File: config.mk
export PLATFORM = sky130hd
export DESIGN_NAME = axil_reg_bridge_flat
export DESIGN_NICKNAME = d
export VERILOG_FILES = /design/src/rtl/axil_pkg.sv /design/src/rtl/axil_reg_bridge_if.sv /design/src/rtl/axil_addr_chk.sv /design/src/rtl/axil_reg_bridge.sv /design/src/flat_wrapper.sv
export SDC_FILE = /design/constraint.sdc
export NUM_CORES = 1
export LEC_CHECK = 0
export ABC_AREA = 1
export BUFFER_PORTS_ARGS = -buffer_cell sky130_fd_sc_hd__buf_4
export CORE_ASPECT_RATIO = 2
export CORE_UTILIZATION = 45
export DETAILED_ROUTE_END_ITERATION = 8
export PLACE_DENSITY = 0.79
export SETUP_SLACK_MARGIN = 0.05
export SLEW_MARGIN = 20
export SYNTH_ARGS = -nofsm -noshare
export SYNTH_HDL_FRONTEND = slang
export SYNTH_HIERARCHICAL = 1
export SYNTH_SLANG_ARGS = --single-unit
File: constraint.sdc
create_clock -name clk_i -period 1.27 [get_ports clk_i]
set_input_delay 0.127 -clock clk_i [delete_from_list [all_inputs] [get_ports clk_i]]
set_output_delay 0.127 -clock clk_i [all_outputs]
set_load 0.1 [all_outputs]
File: src/rtl/axil_pkg.sv
// Shared types, response codes, FSM state encodings and the address-to-index
// helper used by the AXI4-Lite register bridge.
package axil_pkg;

    typedef logic [1:0] axil_resp_t;

    localparam axil_resp_t RESP_OKAY   = 2'b00;
    localparam axil_resp_t RESP_SLVERR = 2'b10;

    typedef enum logic [2:0] {
        WR_IDLE   = 3'd0,
        WR_GOT_AW = 3'd1,
        WR_GOT_W  = 3'd2,
        WR_EXEC   = 3'd3,
        WR_RESP   = 3'd4
    } wr_state_t;

    typedef enum logic [1:0] {
        RD_IDLE = 2'd0,
        RD_EXEC = 2'd1,
        RD_RESP = 2'd2
    } rd_state_t;

    // Word index: drop the byte-lane bits, keep idx_w bits above them.
    function automatic logic [31:0] addr_to_idx(input logic [63:0] addr,
                                                input int unsigned lsb,
                                                input int unsigned idx_w);
        logic [63:0] mask;
        mask = (64'd1 << idx_w) - 64'd1;
        return 32'((addr >> lsb) & mask);
    endfunction

endpackage

File: src/rtl/axil_reg_bridge_if.sv
// AXI4-Lite five-channel bundle; signal suffixes are from the slave's view.
interface axil_reg_bridge_if #(
    parameter int ADDR_WIDTH = 32,
    parameter int DATA_WIDTH = 32
);
    localparam int STRB_WIDTH = DATA_WIDTH / 8;

    logic [ADDR_WIDTH-1:0] awaddr_i;
    logic                  awvalid_i;
    logic                  awready_o;
    logic [DATA_WIDTH-1:0] wdata_i;
    logic [STRB_WIDTH-1:0] wstrb_i;
    logic                  wvalid_i;
    logic                  wready_o;
    logic [1:0]            bresp_o;
    logic                  bvalid_o;
    logic                  bready_i;
    logic [ADDR_WIDTH-1:0] araddr_i;
    logic                  arvalid_i;
    logic                  arready_o;
    logic [DATA_WIDTH-1:0] rdata_o;
    logic [1:0]            rresp_o;
    logic                  rvalid_o;
    logic                  rready_i;

    modport slave (
        input  awaddr_i, awvalid_i, wdata_i, wstrb_i, wvalid_i, bready_i,
               araddr_i, arvalid_i, rready_i,
        output awready_o, wready_o, bresp_o, bvalid_o, arready_o,
               rdata_o, rresp_o, rvalid_o
    );

    modport master (
        output awaddr_i, awvalid_i, wdata_i, wstrb_i, wvalid_i, bready_i,
               araddr_i, arvalid_i, rready_i,
        input  awready_o, wready_o, bresp_o, bvalid_o, arready_o,
               rdata_o, rresp_o, rvalid_o
    );

endinterface

File: src/rtl/axil_addr_chk.sv
// Combinational word-index extraction and range check for one address path.
// AXIL_ADDR_CHECK_EN flags out-of-range addresses; otherwise the index wraps.
module axil_addr_chk
    import axil_pkg::*;
#(
    parameter int ADDR_WIDTH = 32,
    parameter int DATA_WIDTH = 32,
    parameter int REG_COUNT  = 16,
    localparam int unsigned IDX_W = $clog2(REG_COUNT),
    localparam int unsigned LSB   = $clog2(DATA_WIDTH / 8)
) (
    input  logic [ADDR_WIDTH-1:0] addr_i,
    output logic [IDX_W-1:0]      idx_o,
    output logic                  err_o
);

    // Index and error flag straight from the address.
    always_comb begin
        idx_o = IDX_W'(addr_to_idx(64'(addr_i), LSB, IDX_W));
`ifdef AXIL_ADDR_CHECK_EN
        // Full word address compare covers both idx >= REG_COUNT and stray upper bits.
        err_o = (addr_i >> LSB) >= ADDR_WIDTH'(REG_COUNT);
`else
        err_o = 1'b0;
`endif
    end

endmodule

File: src/rtl/axil_reg_bridge.sv
// AXI4-Lite slave that turns each transaction into a single-beat register access.
// Optional AXIL_ADDR_CHECK_EN: out-of-range accesses get SLVERR and no strobe.
module axil_reg_bridge
    import axil_pkg::*;
#(
    parameter int ADDR_WIDTH = 32,
    parameter int DATA_WIDTH = 32,
    parameter int REG_COUNT  = 16,
    localparam int STRB_WIDTH = DATA_WIDTH / 8,
    localparam int IDX_W      = $clog2(REG_COUNT)
) (
    input  logic                  clk_i,
    input  logic                  rstn_i,
    axil_reg_bridge_if.slave      axil,
    output logic                  reg_wr_en_o,
    output logic [IDX_W-1:0]      reg_wr_idx_o,
    output logic [DATA_WIDTH-1:0] reg_wr_data_o,
    output logic [STRB_WIDTH-1:0] reg_wr_strb_o,
    output logic                  reg_rd_en_o,
    output logic [IDX_W-1:0]      reg_rd_idx_o,
    input  logic [DATA_WIDTH-1:0] reg_rd_data_i
);

    wr_state_t             wr_state_q;
    logic                  awready_q, wready_q, bvalid_q, wr_en_q, wr_err_q;
    axil_resp_t            bresp_q;
    logic [IDX_W-1:0]      wr_idx_q;
    logic [DATA_WIDTH-1:0] wr_data_q;
    logic [STRB_WIDTH-1:0] wr_strb_q;

    rd_state_t             rd_state_q;
    logic                  arready_q, rvalid_q, rd_en_q, rd_err_q, rd_first_q;
    axil_resp_t            rresp_q;
    logic [IDX_W-1:0]      rd_idx_q;
    logic [DATA_WIDTH-1:0] rdata_q;
    logic [DATA_WIDTH-1:0] rdata_s;

    logic [IDX_W-1:0]      aw_idx_s, ar_idx_s;
    logic                  aw_err_s, ar_err_s;
    logic                  aw_hs_s, w_hs_s, ar_hs_s;

    assign aw_hs_s = axil.awvalid_i & awready_q;
    assign w_hs_s  = axil.wvalid_i & wready_q;
    assign ar_hs_s = axil.arvalid_i & arready_q;

    axil_addr_chk #(
        .ADDR_WIDTH (ADDR_WIDTH),
        .DATA_WIDTH (DATA_WIDTH),
        .REG_COUNT  (REG_COUNT)
    ) u_wr_chk (
        .addr_i (axil.awaddr_i),
        .idx_o  (aw_idx_s),
        .err_o  (aw_err_s)
    );

    axil_addr_chk #(
        .ADDR_WIDTH (ADDR_WIDTH),
        .DATA_WIDTH (DATA_WIDTH),
        .REG_COUNT  (REG_COUNT)
    ) u_rd_chk (
        .addr_i (axil.araddr_i),
        .idx_o  (ar_idx_s),
        .err_o  (ar_err_s)
    );

    // Write path FSM: independent AW/W acceptance, one-cycle strobe, held response.
    always_ff @(posedge clk_i or negedge rstn_i) begin
        if (!rstn_i) begin
            wr_state_q <= WR_IDLE;
            awready_q  <= 1'b0;
            wready_q   <= 1'b0;
            bvalid_q   <= 1'b0;
            bresp_q    <= RESP_OKAY;
            wr_en_q    <= 1'b0;
            wr_err_q   <= 1'b0;
            wr_idx_q   <= '0;
            wr_data_q  <= '0;
            wr_strb_q  <= '0;
        end else begin
            case (wr_state_q)
                WR_IDLE: begin
                    if (aw_hs_s && w_hs_s) begin
                        wr_idx_q   <= aw_idx_s;
                        wr_err_q   <= aw_err_s;
                        wr_data_q  <= axil.wdata_i;
                        wr_strb_q  <= axil.wstrb_i;
                        wr_en_q    <= ~aw_err_s;
                        awready_q  <= 1'b0;
                        wready_q   <= 1'b0;
                        wr_state_q <= WR_EXEC;
                    end else if (aw_hs_s) begin
                        wr_idx_q   <= aw_idx_s;
                        wr_err_q   <= aw_err_s;
                        awready_q  <= 1'b0;
                        wready_q   <= 1'b1;
                        wr_state_q <= WR_GOT_AW;
                    end else if (w_hs_s) begin
                        wr_data_q  <= axil.wdata_i;
                        wr_strb_q  <= axil.wstrb_i;
                        awready_q  <= 1'b1;
                        wready_q   <= 1'b0;
                        wr_state_q <= WR_GOT_W;
                    end else begin
                        awready_q  <= 1'b1;
                        wready_q   <= 1'b1;
                    end
                end
                WR_GOT_AW: begin
                    if (w_hs_s) begin
                        wr_data_q  <= axil.wdata_i;
                        wr_strb_q  <= axil.wstrb_i;
                        wr_en_q    <= ~wr_err_q;
                        wready_q   <= 1'b0;
                        wr_state_q <= WR_EXEC;
                    end
                end
                WR_GOT_W: begin
                    if (aw_hs_s) begin
                        wr_idx_q   <= aw_idx_s;
                        wr_err_q   <= aw_err_s;
                        wr_en_q    <= ~aw_err_s;
                        awready_q  <= 1'b0;
                        wr_state_q <= WR_EXEC;
                    end
                end
                WR_EXEC: begin
                    wr_en_q    <= 1'b0;
                    bvalid_q   <= 1'b1;
                    bresp_q    <= wr_err_q ? RESP_SLVERR : RESP_OKAY;
                    wr_state_q <= WR_RESP;
                end
                WR_RESP: begin
                    if (axil.bready_i) begin
                        bvalid_q   <= 1'b0;
                        awready_q  <= 1'b1;
                        wready_q   <= 1'b1;
                        wr_state_q <= WR_IDLE;
                    end
                end
                default: begin
                    wr_en_q    <= 1'b0;
                    bvalid_q   <= 1'b0;
                    awready_q  <= 1'b0;
                    wready_q   <= 1'b0;
                    wr_state_q <= WR_IDLE;
                end
            endcase
        end
    end

    // Read path FSM: strobe, then capture register data on the first response cycle.
    always_ff @(posedge clk_i or negedge rstn_i) begin
        if (!rstn_i) begin
            rd_state_q <= RD_IDLE;
            arready_q  <= 1'b0;
            rvalid_q   <= 1'b0;
            rresp_q    <= RESP_OKAY;
            rd_en_q    <= 1'b0;
            rd_err_q   <= 1'b0;
            rd_first_q <= 1'b0;
            rd_idx_q   <= '0;
            rdata_q    <= '0;
        end else begin
            case (rd_state_q)
                RD_IDLE: begin
                    if (ar_hs_s) begin
                        rd_idx_q   <= ar_idx_s;
                        rd_err_q   <= ar_err_s;
                        rd_en_q    <= ~ar_err_s;
                        arready_q  <= 1'b0;
                        rd_state_q <= RD_EXEC;
                    end else begin
                        arready_q  <= 1'b1;
                    end
                end
                RD_EXEC: begin
                    rd_en_q    <= 1'b0;
                    rvalid_q   <= 1'b1;
                    rd_first_q <= 1'b1;
                    rresp_q    <= rd_err_q ? RESP_SLVERR : RESP_OKAY;
                    rd_state_q <= RD_RESP;
                end
                RD_RESP: begin
                    rd_first_q <= 1'b0;
                    if (rd_first_q) begin
                        rdata_q <= rd_err_q ? '0 : reg_rd_data_i;
                    end
                    if (axil.rready_i) begin
                        rvalid_q   <= 1'b0;
                        arready_q  <= 1'b1;
                        rd_state_q <= RD_IDLE;
                    end
                end
                default: begin
                    rd_en_q    <= 1'b0;
                    rvalid_q   <= 1'b0;
                    rd_first_q <= 1'b0;
                    arready_q  <= 1'b0;
                    rd_state_q <= RD_IDLE;
                end
            endcase
        end
    end

    // Register data arrives in the first response cycle, so pass it through until captured.
    always_comb begin
        if (rd_first_q) begin
            if (rd_err_q) begin
                rdata_s = '0;
            end else begin
                rdata_s = reg_rd_data_i;
            end
        end else begin
            rdata_s = rdata_q;
        end
    end

    assign axil.awready_o = awready_q;
    assign axil.wready_o  = wready_q;
    assign axil.bvalid_o  = bvalid_q;
    assign axil.bresp_o   = bresp_q;
    assign axil.arready_o = arready_q;
    assign axil.rvalid_o  = rvalid_q;
    assign axil.rresp_o   = rresp_q;
    assign axil.rdata_o   = rdata_s;

    assign reg_wr_en_o   = wr_en_q;
    assign reg_wr_idx_o  = wr_idx_q;
    assign reg_wr_data_o = wr_data_q;
    assign reg_wr_strb_o = wr_strb_q;
    assign reg_rd_en_o   = rd_en_q;
    assign reg_rd_idx_o  = rd_idx_q;

endmodule

File: src/flat_wrapper.sv
// flat-port wrapper written by rule: the top's interface ports become plain ports
module axil_reg_bridge_flat import axil_pkg::*;
#(
    parameter int ADDR_WIDTH = 32,
    parameter int DATA_WIDTH = 32,
    parameter int REG_COUNT  = 16,
    localparam int STRB_WIDTH = DATA_WIDTH / 8,
    localparam int IDX_W      = $clog2(REG_COUNT)
)
  (clk_i, rstn_i, reg_wr_en_o, reg_wr_idx_o, reg_wr_data_o, reg_wr_strb_o, reg_rd_en_o, reg_rd_idx_o, reg_rd_data_i, axil_awaddr_i, axil_awvalid_i, axil_wdata_i, axil_wstrb_i, axil_wvalid_i, axil_bready_i, axil_araddr_i, axil_arvalid_i, axil_rready_i, axil_awready_o, axil_wready_o, axil_bresp_o, axil_bvalid_o, axil_arready_o, axil_rdata_o, axil_rresp_o, axil_rvalid_o);
  axil_reg_bridge_if #(.ADDR_WIDTH(ADDR_WIDTH), .DATA_WIDTH(DATA_WIDTH)) axil_i ();
  input  logic clk_i;
  input  logic rstn_i;
  output logic reg_wr_en_o;
  output logic [IDX_W-1:0] reg_wr_idx_o;
  output logic [DATA_WIDTH-1:0] reg_wr_data_o;
  output logic [STRB_WIDTH-1:0] reg_wr_strb_o;
  output logic reg_rd_en_o;
  output logic [IDX_W-1:0] reg_rd_idx_o;
  input  logic [DATA_WIDTH-1:0] reg_rd_data_i;
  input wire logic [$bits(axil_i.awaddr_i)-1:0] axil_awaddr_i;
  input wire logic [$bits(axil_i.awvalid_i)-1:0] axil_awvalid_i;
  input wire logic [$bits(axil_i.wdata_i)-1:0] axil_wdata_i;
  input wire logic [$bits(axil_i.wstrb_i)-1:0] axil_wstrb_i;
  input wire logic [$bits(axil_i.wvalid_i)-1:0] axil_wvalid_i;
  input wire logic [$bits(axil_i.bready_i)-1:0] axil_bready_i;
  input wire logic [$bits(axil_i.araddr_i)-1:0] axil_araddr_i;
  input wire logic [$bits(axil_i.arvalid_i)-1:0] axil_arvalid_i;
  input wire logic [$bits(axil_i.rready_i)-1:0] axil_rready_i;
  output wire logic [$bits(axil_i.awready_o)-1:0] axil_awready_o;
  output wire logic [$bits(axil_i.wready_o)-1:0] axil_wready_o;
  output wire logic [$bits(axil_i.bresp_o)-1:0] axil_bresp_o;
  output wire logic [$bits(axil_i.bvalid_o)-1:0] axil_bvalid_o;
  output wire logic [$bits(axil_i.arready_o)-1:0] axil_arready_o;
  output wire logic [$bits(axil_i.rdata_o)-1:0] axil_rdata_o;
  output wire logic [$bits(axil_i.rresp_o)-1:0] axil_rresp_o;
  output wire logic [$bits(axil_i.rvalid_o)-1:0] axil_rvalid_o;
  assign axil_i.awaddr_i = axil_awaddr_i;
  assign axil_i.awvalid_i = axil_awvalid_i;
  assign axil_i.wdata_i = axil_wdata_i;
  assign axil_i.wstrb_i = axil_wstrb_i;
  assign axil_i.wvalid_i = axil_wvalid_i;
  assign axil_i.bready_i = axil_bready_i;
  assign axil_i.araddr_i = axil_araddr_i;
  assign axil_i.arvalid_i = axil_arvalid_i;
  assign axil_i.rready_i = axil_rready_i;
  assign axil_awready_o = axil_i.awready_o;
  assign axil_wready_o = axil_i.wready_o;
  assign axil_bresp_o = axil_i.bresp_o;
  assign axil_bvalid_o = axil_i.bvalid_o;
  assign axil_arready_o = axil_i.arready_o;
  assign axil_rdata_o = axil_i.rdata_o;
  assign axil_rresp_o = axil_i.rresp_o;
  assign axil_rvalid_o = axil_i.rvalid_o;
  axil_reg_bridge #(.ADDR_WIDTH(ADDR_WIDTH), .DATA_WIDTH(DATA_WIDTH), .REG_COUNT(REG_COUNT)) u_core (.clk_i(clk_i), .rstn_i(rstn_i), .axil(axil_i), .reg_wr_en_o(reg_wr_en_o), .reg_wr_idx_o(reg_wr_idx_o), .reg_wr_data_o(reg_wr_data_o), .reg_wr_strb_o(reg_wr_strb_o), .reg_rd_en_o(reg_rd_en_o), .reg_rd_idx_o(reg_rd_idx_o), .reg_rd_data_i(reg_rd_data_i));
endmodule
# == Yosys cells after proc, flatten, opt, wreduce, memory -nomap -nowiden ==
# Index checks and enable logic that the tools add are counted.
# word_totals
ff_bits,92
latch_bits,0
ramBits,0
romBits,0
inputBits,139
out_inout_bits,87
elab_cells,111
n_memories,0
# classes
addsub,0
mul,0
div,0
magnitude_cmp,0
eq_ne,14
shifts,0
n_mux,50
bitwise_logic,11
reduce_logical,19
# op_table
cell,count
32-bit 2-to-1 mux,4
32-bit one-hot mux with 2 select lines,1
4-bit 2-to-1 mux,5
1-bit 2-to-1 mux,18
3-bit 2-to-1 mux,6
4-bit one-hot mux with 2 select lines,2
3-bit one-hot mux with 5 select lines,1
2-bit AND reduction,7
1-bit one-hot mux with 4 select lines,3
1-bit one-hot mux with 3 select lines,3
2-bit by 1-bit != test with 1-bit output (second input constant),4
1-bit inverter,8
4-bit AND reduction,2
3-bit by 2-bit equality test with 1-bit output (second input constant),2
2-bit 2-to-1 mux,3
1-bit one-hot mux with 2 select lines,3
2-bit one-hot mux with 3 select lines,1
3-bit AND reduction,2
2-bit != test (second input constant),2
4-bit by 1-bit != test with 1-bit output (second input constant),1
2-bit nonzero test,2
2-bit OR reduction,2
1-bit bitwise AND,3
3-bit by 1-bit equality test with 1-bit output (second input constant),1
8 further kinds,8

# == Depth between registers and ports, before layout ==
# Gate-level depths: netlist of run 1.
# depth
word_depth,5
mapped_depth,8
mapped_depth_nobuf,8

# == Modules after synthesis ==
# Netlist of run 1, hierarchy kept.
# by_module_without_submodules
mod,n_inst,cells_each,area_per_inst_um2,seq_area_each_um2
axil_reg_bridge,1,511,4461.8,2327.2
axil_addr_chk,2,6,41.3,0.0

# == Worst setup path before layout of run 1 ==
# No wires, ideal clock.
# synth_path
path_kind,reg2reg
from,register u_core.rd_first_q
to,register u_core.rdata_q[14]
setup_time_ns,0.079
arrival_ns,1.759
required_time_ns,1.191
setup_slack_ns,-0.567
path_stages_with_launch,6
n_path_buf,2
period_less_slack_ns,1.837
path_cell_list,dfrtp_1 buf_6 buf_4 o21ai_2 nor2_1 a21oi_1
# synth_via
elab_chain_len,1
# synth_rtl
element,line,rtl
start: declaration,axil_reg_bridge.sv:32,"logic arready_q, rvalid_q, rd_en_q, rd_err_q, rd_first_q;"
start signal: assignment,axil_reg_bridge.sv:160,rd_first_q <= 1'b0;
start signal: assignment,axil_reg_bridge.sv:179,rd_first_q <= 1'b1;
start signal: assignment,axil_reg_bridge.sv:184,rd_first_q <= 1'b0;
32-bit 2-to-1 mux,-,
named net axil_rdata_o[14],flat_wrapper.sv:35,output wire logic [$bits(axil_i.rdata_o)-1:0] axil_rdata_o;
end signal: assignment,axil_reg_bridge.sv:186,rdata_q <= rd_err_q ? '0 : reg_rd_data_i;
end: declaration,axil_reg_bridge.sv:35,logic [DATA_WIDTH-1:0] rdata_q;
# The timed path passes the listed nets, and every way through them passes these cells.
# A chain may end at the register's enable or synchronous reset.

# == Final worst setup path of run 1 ==
# layout_path
from,register u_core.rd_first_q
to,output axil_rdata_o[20]
# layout_via
elab_chain_len,1
# layout_rtl
element,line
32-bit 2-to-1 mux,-
end: declaration,flat_wrapper.sv:35
# Every way passes these cells.

==> flow_summary.ini, run 1 <==
[clock_tree]
clock_path_buffers = 2
clockRootBuffer = clkbuf_16
cts_htree_levels = 3
clock_latency_ns = 0.34
clock_sinks = 93
path_clk_slew_ns = 0.07
cts_tree = done
numCtsBuffers = 9

[sta]
finalCritPeriodShare_pct = 134.5
finClkSkew_ns = 0.01125
slew_headroom_pct = 65.53
fin_hold_ws_ns = 0.01435
tightest_slew_ns = 0.5116
fmax_ghz = 0.5853
maxSlewViolCount = 0
rsz0062_at_grt = yes
fin_ws_ns = -0.4386
min_period_ns = 1.709
setup_viol = 106
hold_viol = 0

[route]
viasPerCell = 5.749
wl_per_cell_um = 23.14
drtPass1Iterations = 5
drcViolationCount = 0
antenna_left = 0
drt-total-wl_mm = 20.78
drtIter0Drc = 389
vias = 5163

[cells_and_area]
area_growth_pct = 91.22
n_antenna_cell = 0
layout-drive-gt1-share_pct = 60.97
fillerInstances = 394
final_nets = 900

[global_routing]
grt_pass1_vias = 4843
grt_max_degree = 65
grt-ovfl-total = 0
grt_usage_pct = 28.94
antenna_found_initial = 0
grt_pass1_wl_mm = 22.87

[status]
violations = negative setup slack
status = complete, but fails checks

[logic_synthesis]
synthTopCellsByArea = dfrtp_1, nand2_1, nand3_1, o21ai_2, a21oi_1
synth_top_area_share_pct = 51.21
ys_top_cells_by_count = nand2_1, dfrtp_1, nand3_1
synth_cells = 523
synth.yosys.seq_area_share_pct = 51.21
ys_ff_latch = 93
syn_avg_cell_area_um2 = 8.689
async_flop_share_pct = 100.0
synth_edf_count = 0
synth_area_leader_cell = dfrtp_1
ys_types = 26
syn_area_mm2 = 0.004544
synth.yosys.warnings = 6
synth_flop_cell = dfrtp_1
synth_most_common_cell = nand2_1

[worst_setup_path]
worstRegToRegCells = 8
crit_slowest_cell = dfrtp_4
start_kind = flip-flop
crit_family = buffers and inverters
path_buf_inv = 3
cp_num_cells = 4
cp_data_arrival_time_ns = 1.58
worstPathRequired_ns = 1.14
endpoint_kind = primary output
critical_path.max_stage_delay_ns = 0.52
crit_fanout = 7
path_common_cell = buf_12
path_class = flip-flop to primary output
path_cells = buf_12 > clkbuf_16 > o21ai_4 > buf_12

[floorplan]
initial_core_util_pct = 46.55
ioPinCount = 226
dieHeight_um = 144.1
dieArea_mm2 = 0.01053
die_width_um = 73.06
rows = 51
core_area_mm2 = 0.009763

[run]
drv_cap = 0

[worst_hold_path]
whs_path_depth = 3
hold_class = input port to flip-flop

[placement]
gp_congestion = 0.9210
dp_hpwl_mm = 8.922
io_buffers = 167
## worst paths after layout
check                                        from            endpoint  slack [ns]
worst min register to register          flip-flop           flip-flop        0.48
worst min-delay path              axil_wdata_i[7]           flip-flop        0.01
worst max-delay path            u_core/rd_first_q    axil_rdata_o[20]       -0.44
max in group asynchronous                  rstn_i  u_core/rdata_q[23]        0.52
worst max register to register  u_core/rd_first_q  u_core/rdata_q[13]       -0.29
min in group asynchronous                  rstn_i   u_core/rdata_q[9]        0.22
## repair_timing
| action | CTS | global route |
|---|---|---|
| resized for setup | 140 | 171 |
| setup endpoints to repair | 107 | 113 |
| setup buffers | 14 | 20 |
| pin swaps | 17 | 64 |
| cloned | 3 | 18 |
| hold buffers | 5 | 0 |
| hold endpoints to repair | 47 | 0 |
## per-stage QoR
step | utilization [%] | worst slack, ns | TNS [ns] | instances | area [um2]
after floorplan | - | -0.2525 | -10.88 | 524 | 4863
after global placement | 65.35 | -0.1067 | -2.635 | 830 | 6380
after detailed placement | 65.35 | -0.1150 | -4.976 | 830 | 6380
after CTS | 76.84 | -0.4179 | -15.12 | 868 | 7502
after global routing | 89.00 | -0.4644 | -21.95 | 898 | 8690
final | 89.00 | -0.4386 | -19.42 | 898 | 8690
## cell families (layout without fill, tap and decap cells)
kind of cell	Yosys count	count (layout)	share of synthesized area, %
compound gates	79	79	11.43
buf+inv	89	325	10.79
flops	93	93	51.21
other cells	3	4	0.2478
simple gates	259	265	26.32
## layout make-up
type	instances	area [um2]	area share [%]
sequential	93	2346	27.00
multi-input combinational	348	2769	31.86
clock inverter	6	93.84	1.080
clock buffer	10	229.0	2.635
timing repair buffer	261	2897	33.33
tap	132	165.2	1.901
inverter	48	190.2	2.189
## layer usage
metal / GRT usage, % / routed length, um / share of wire, %
met3: 6.202 / 1669 / 8.0
met2: 53.61 / 10910 / 52
met1: 29.85 / 6624 / 32
met4: 13.93 / 1578 / 7.6
met5: 0 / 0 / 0
## cells in the final DEF (no fill, tap or decap), drive strengths merged, types with 5 or more instances in the layout
| cell type | n |
|---|---|
| nand2 | 138 |
| nand3 | 79 |
| dfrtp | 93 |
| nor2 | 43 |
| inv | 50 |
| a21oi | 35 |
| buf | 246 |
| clkbuf | 20 |
| o21ai | 42 |
| dlygate4sd3 | 5 |
## worst reg2reg max path, cell delays in order (launching register included)
cell	delay [ns]
dfrtp_4	0.52
buf_6	0.16
buf_8	0.16
nand3_4	0.09
o21ai_4	0.08
buf_4	0.13
buf_4	0.12
nor2_1	0.11
a21oi_1	0.07
Power of run 1 is left out: the tool's default activity adds up to more than one toggle a clock period on the data nets, which glitch-free logic cannot reach.
==> run 2: changes to the inputs <==
==> constraint.sdc (replaced) <==
create_clock -name clk_i -period 1.27 [get_ports clk_i]
set_input_delay 0.1905 -clock clk_i [delete_from_list [all_inputs] [get_ports clk_i]]
set_output_delay 0.1905 -clock clk_i [all_outputs]
set_load 0.1 [all_outputs]
==> flow_summary.ini, run 2 (synthesis gave the netlist of run 1 again) <==
[status]
status = complete, but fails checks
violations = negative setup slack

[clock_tree]
clock_latency_ns = 0.34
cts_htree_levels = 3
clock_sinks = 93
clockRootBuffer = clkbuf_16
cts_tree = done
numCtsBuffers = 9
clock_path_buffers = 2
path_clk_slew_ns = 0.07

[cells_and_area]
multiInputGateArea_mm2 = 0.002701
fillerInstances = 400
final_nets = 891
n_antenna_cell = 0
ff_latch_area_mm2 = 0.002347
layout_common_cells = buf_4, nand2_1, dfrtp_1
fin_area_mm2 = 0.008477
layout_commonest_cell = buf_4
layout-drive-gt1-share_pct = 60.11
area_growth_pct = 86.54

[global_routing]
grt_pass1_vias = 4731
grt_pass1_wl_mm = 22.27
grt_max_degree = 65
grt-ovfl-total = 0
antenna_found_initial = 0
grt_usage_pct = 27.95

[route]
drt-total-wl_mm = 18.82
drcViolationCount = 0
wl_per_cell_um = 21.17
vias = 4915
drtPass1Iterations = 5
viasPerCell = 5.529
drtIter0Drc = 360
antenna_left = 0

[sta]
finClkSkew_ns = 0.008222
rsz0062_at_grt = yes
fmax_ghz = 0.5631
setup_viol = 104
finalCritPeriodShare_pct = 139.8
min_period_ns = 1.776
maxSlewViolCount = 0
hold_viol = 0
fin_ws_ns = -0.5059

[floorplan]
initial_core_util_pct = 46.55
dieHeight_um = 144.1
rows = 51
core_area_mm2 = 0.009763
die_width_um = 73.06
ioPinCount = 226
dieArea_mm2 = 0.01053

[placement]
dp_hpwl_mm = 9.145
io_buffers = 167
gp_congestion = 0.8955
place_area_mm2 = 0.006402

[worst_setup_path]
crit_fanout = 5
endpoint_kind = primary output
worstPathRequired_ns = 1.08
path_class = flip-flop to primary output
cp_data_arrival_time_ns = 1.59
start_kind = flip-flop

[worst_hold_path]
hold_class = input port to flip-flop

[run]
drv_cap = 0
==> run 2: cell count changes in the layout (fill, tap and decap cells not counted), sizes merged <==
cell | before | now
clkinvlp | 1 | 2
buf | 246 | 244
clkinv | 1 | 2
dlygate4sd3 | 5 | 1
bufinv | 2 | 0
clkbuf | 20 | 16
nand2 | 138 | 139
==> run 2: metrics by stage <==
stage	setup WS [ns]	util [%]	setup TNS [ns]	instances	hold slack, ns
5_1_grt	-0.5258	86.83	-23.14	889	0.04218
3_5_place_dp	-0.1972	65.58	-6.960	833	0.1181
6_report	-0.5059	86.83	-19.83	889	0.04338
4_1_cts	-0.4660	74.77	-15.16	858	0.03814
3_3_place_gp	-0.1563	65.58	-4.639	833	0.1161
2_1_floorplan	-0.2525	-	-12.65	524	-0.1051
==> run 2: final cells by class <==
class / instances / area share (%)
timing repair buffer: 251 / 32.97
multi-input combinational: 349 / 31.87
sequential: 93 / 27.69
clock buffer: 10 / 2.701
inverter: 48 / 2.273
tap: 132 / 1.948
clock inverter: 6 / 0.5461
==> run 2: final timing paths <==
check	end	slack (ns)	startpoint	depth (start not counted)
min	u_core/reg_rd_idx_o[0]	0.04	axil_araddr_i[2]	3
max	axil_rdata_o[11]	-0.51	u_core/rd_first_q	4
max in group asynchronous	u_core/rdata_q[24]	0.43	rstn_i	3
min reg2reg	flip-flop	0.49	flip-flop	2
min in group asynchronous	u_core/rdata_q[9]	0.30	rstn_i	2
max reg2reg	u_core/rdata_q[2]	-0.33	u_core/rd_first_q	7
==> run 2: metal layers <==
metal | track usage (%) | up-vias | share of wire (%)
li1 | - | 2135 | -
met1 | 27.60 | 2394 | 33
met2 | 54.14 | 296 | 55
met3 | 4.948 | 90 | 6.8
met4 | 12.80 | 0 | 5.9
met5 | 0 | - | 0
==> run 2: timing repair <==
| action | CTS | global route |
|---|---|---|
| cloned | 3 | 14 |
| setup endpoints to repair | 110 | 131 |
| pin swaps | 5 | 58 |
| gates resized for setup | 125 | 192 |
| setup buffers | 5 | 18 |
| hold endpoints to repair | 20 | 0 |
| hold buffers | 1 | 0 |
==> run 2: worst max-delay path, cell delays in order, from the launching register on <==
cell	delay [ns]
dfrtp_4	0.51
buf_6	0.16
clkbuf_16	0.17
o21ai_4	0.20
buf_12	0.21
Power of run 2 is left out for the same reason.
==> run 3: changes to the inputs <==
Clock period 1.27 ns to 1.98 ns, I/O delays scaled along.
==> flow_summary.ini, run 3 (synthesis gave the netlist of run 1 again) <==
[status]
status = completed

[cells_and_area]
area_growth_pct = 35.08
layout_common_cells = buf_4, nand2_1, dfrtp_1
fillerInstances = 849
fin_area_mm2 = 0.006138
post-route-util_pct = 62.87
ff_latch_area_mm2 = 0.002331
n_antenna_cell = 0
multiInputGateArea_mm2 = 0.001733
final_nets = 815
layout_commonest_cell = buf_4
layout-drive-gt1-share_pct = 37.59

[worst_setup_path]
crit_family = buffers and inverters
cp_data_arrival_time_ns = 1.59
critical_path.max_stage_delay_ns = 0.37
r2r_start = u_core/wr_state_q[1]
critPathLaunch = u_core/rd_err_q
regToRegSetupSlack_ns = 0.39
worstPathRequired_ns = 1.68
endpoint_kind = primary output
crit_fanout = 28
path_buf_inv = 3
crit_slowest_cell = dfrtp_1
path_cells = inv_2 > buf_12 > nand3_1 > o21ai_2 > buf_4
path_class = flip-flop to primary output
start_kind = flip-flop

[route]
wl_per_cell_um = 13.18
drt-total-wl_mm = 10.71
drcViolationCount = 0
antenna_left = 0
drtPass1Iterations = 4
viasPerCell = 4.849
drtIter0Drc = 153
vias = 3942

[run]
drv_cap = 0

[global_routing]
grt_pass1_vias = 3868
grt_pass1_wl_mm = 16.95
grt_max_degree = 65
grt_usage_pct = 20.96
antenna_found_initial = 0
grt-ovfl-total = 0

[clock_tree]
clock_latency_ns = 0.33
path_clk_slew_ns = 0.07
cts_htree_levels = 3
clockRootBuffer = clkbuf_16
cts_tree = done
numCtsBuffers = 9
clock_path_buffers = 2
clock_sinks = 93

[floorplan]
dieArea_mm2 = 0.01053
initial_core_util_pct = 46.55
die_width_um = 73.06
core_area_mm2 = 0.009763
rows = 51
dieHeight_um = 144.1
ioPinCount = 226

[sta]
maxSlewViolCount = 0
fmax_ghz = 0.5313
rsz0062_at_grt = no
finClkSkew_ns = 0.008276
setup_viol = 0
setup-tns-final_ns = 0
tightest_slew_ns = 0.6630
slew_headroom_pct = 55.65
hold_viol = 0
fin_ws_ns = 0.09777
min_period_ns = 1.882
finalCritPeriodShare_pct = 95.06

[placement]
gp_congestion = 0.8659
place_area_mm2 = 0.005793
pre_cts_ws_ns = 0.3365
io_buffers = 167
dp_hpwl_mm = 8.043

[worst_hold_path]
hold_class = input port to flip-flop
hp-start = axil_araddr_i[5]
-- run 3: cell count changes in the layout (fill, tap and decap cells not counted), moves of 9 or more --
cell / delta
nand3_2: -51
buf_12: -45
nand3_1: +60
nand2_2: -20
nor2_2: -9
buf_4: +10
nand2_1: +27
nor2_1: +16
nand3_4: -9
o21ai_2: +31
o21ai_4: -32
buf_6: -23
-- run 3: what timing repair did --
action	4_1_cts	5_1_grt
endpoints found under the setup margin	24	26
resized for setup	10	2
endpoints found under the hold margin	16	0
buffers inserted	0	3
hold buffers	1	0
-- run 3: layout make-up --
cell class,instances,area share (%)
clock buffer,11,3.791
clock inverter,5,0.5911
inverter,48,2.935
multi-input combinational,342,28.23
sequential,93,37.97
tap,132,2.691
timing repair buffer,182,23.79
-- run 3: path summary, 6_finish.rpt --
check | endpoint | cells after the start
setup reg to reg | flip-flop | 4
max in group asynchronous | async pin | 3
min in group asynchronous | u_core/rdata_q[6] | 2
hold reg to reg | u_core/reg_wr_en_o | 2
hold / removal | u_core/reg_rd_idx_o[3] | 3
setup / recovery | axil_rdata_o[5] | 5
-- run 3: metrics by stage --
stage / instances / hold slack, ns
after floorplan: 524 / 0.001409
after global placement: 793 / 0.1831
after detailed placement: 793 / 0.1825
after CTS: 810 / 0.1476
after global routing: 813 / 0.1639
final: 813 / 0.1568
-- run 3: per-layer routing --
metal | vias to the layer above | GRT usage (%) | wire length, um
met4 | 0 | 9.185 | 198
met5 | - | 0 | 0
met2 | 128 | 39.42 | 6013
li1 | 1976 | - | -
met3 | 16 | 4.042 | 574
met1 | 1822 | 21.77 | 3928
-- run 3: worst reg2reg max path: cells and delay by family, from the launching register on --
family / cells / cell delay (ns)
buf+inv: 1 / 0.28
flops: 1 / 0.43
simple gates: 3 / 0.76
Power of run 3 is left out for the same reason.
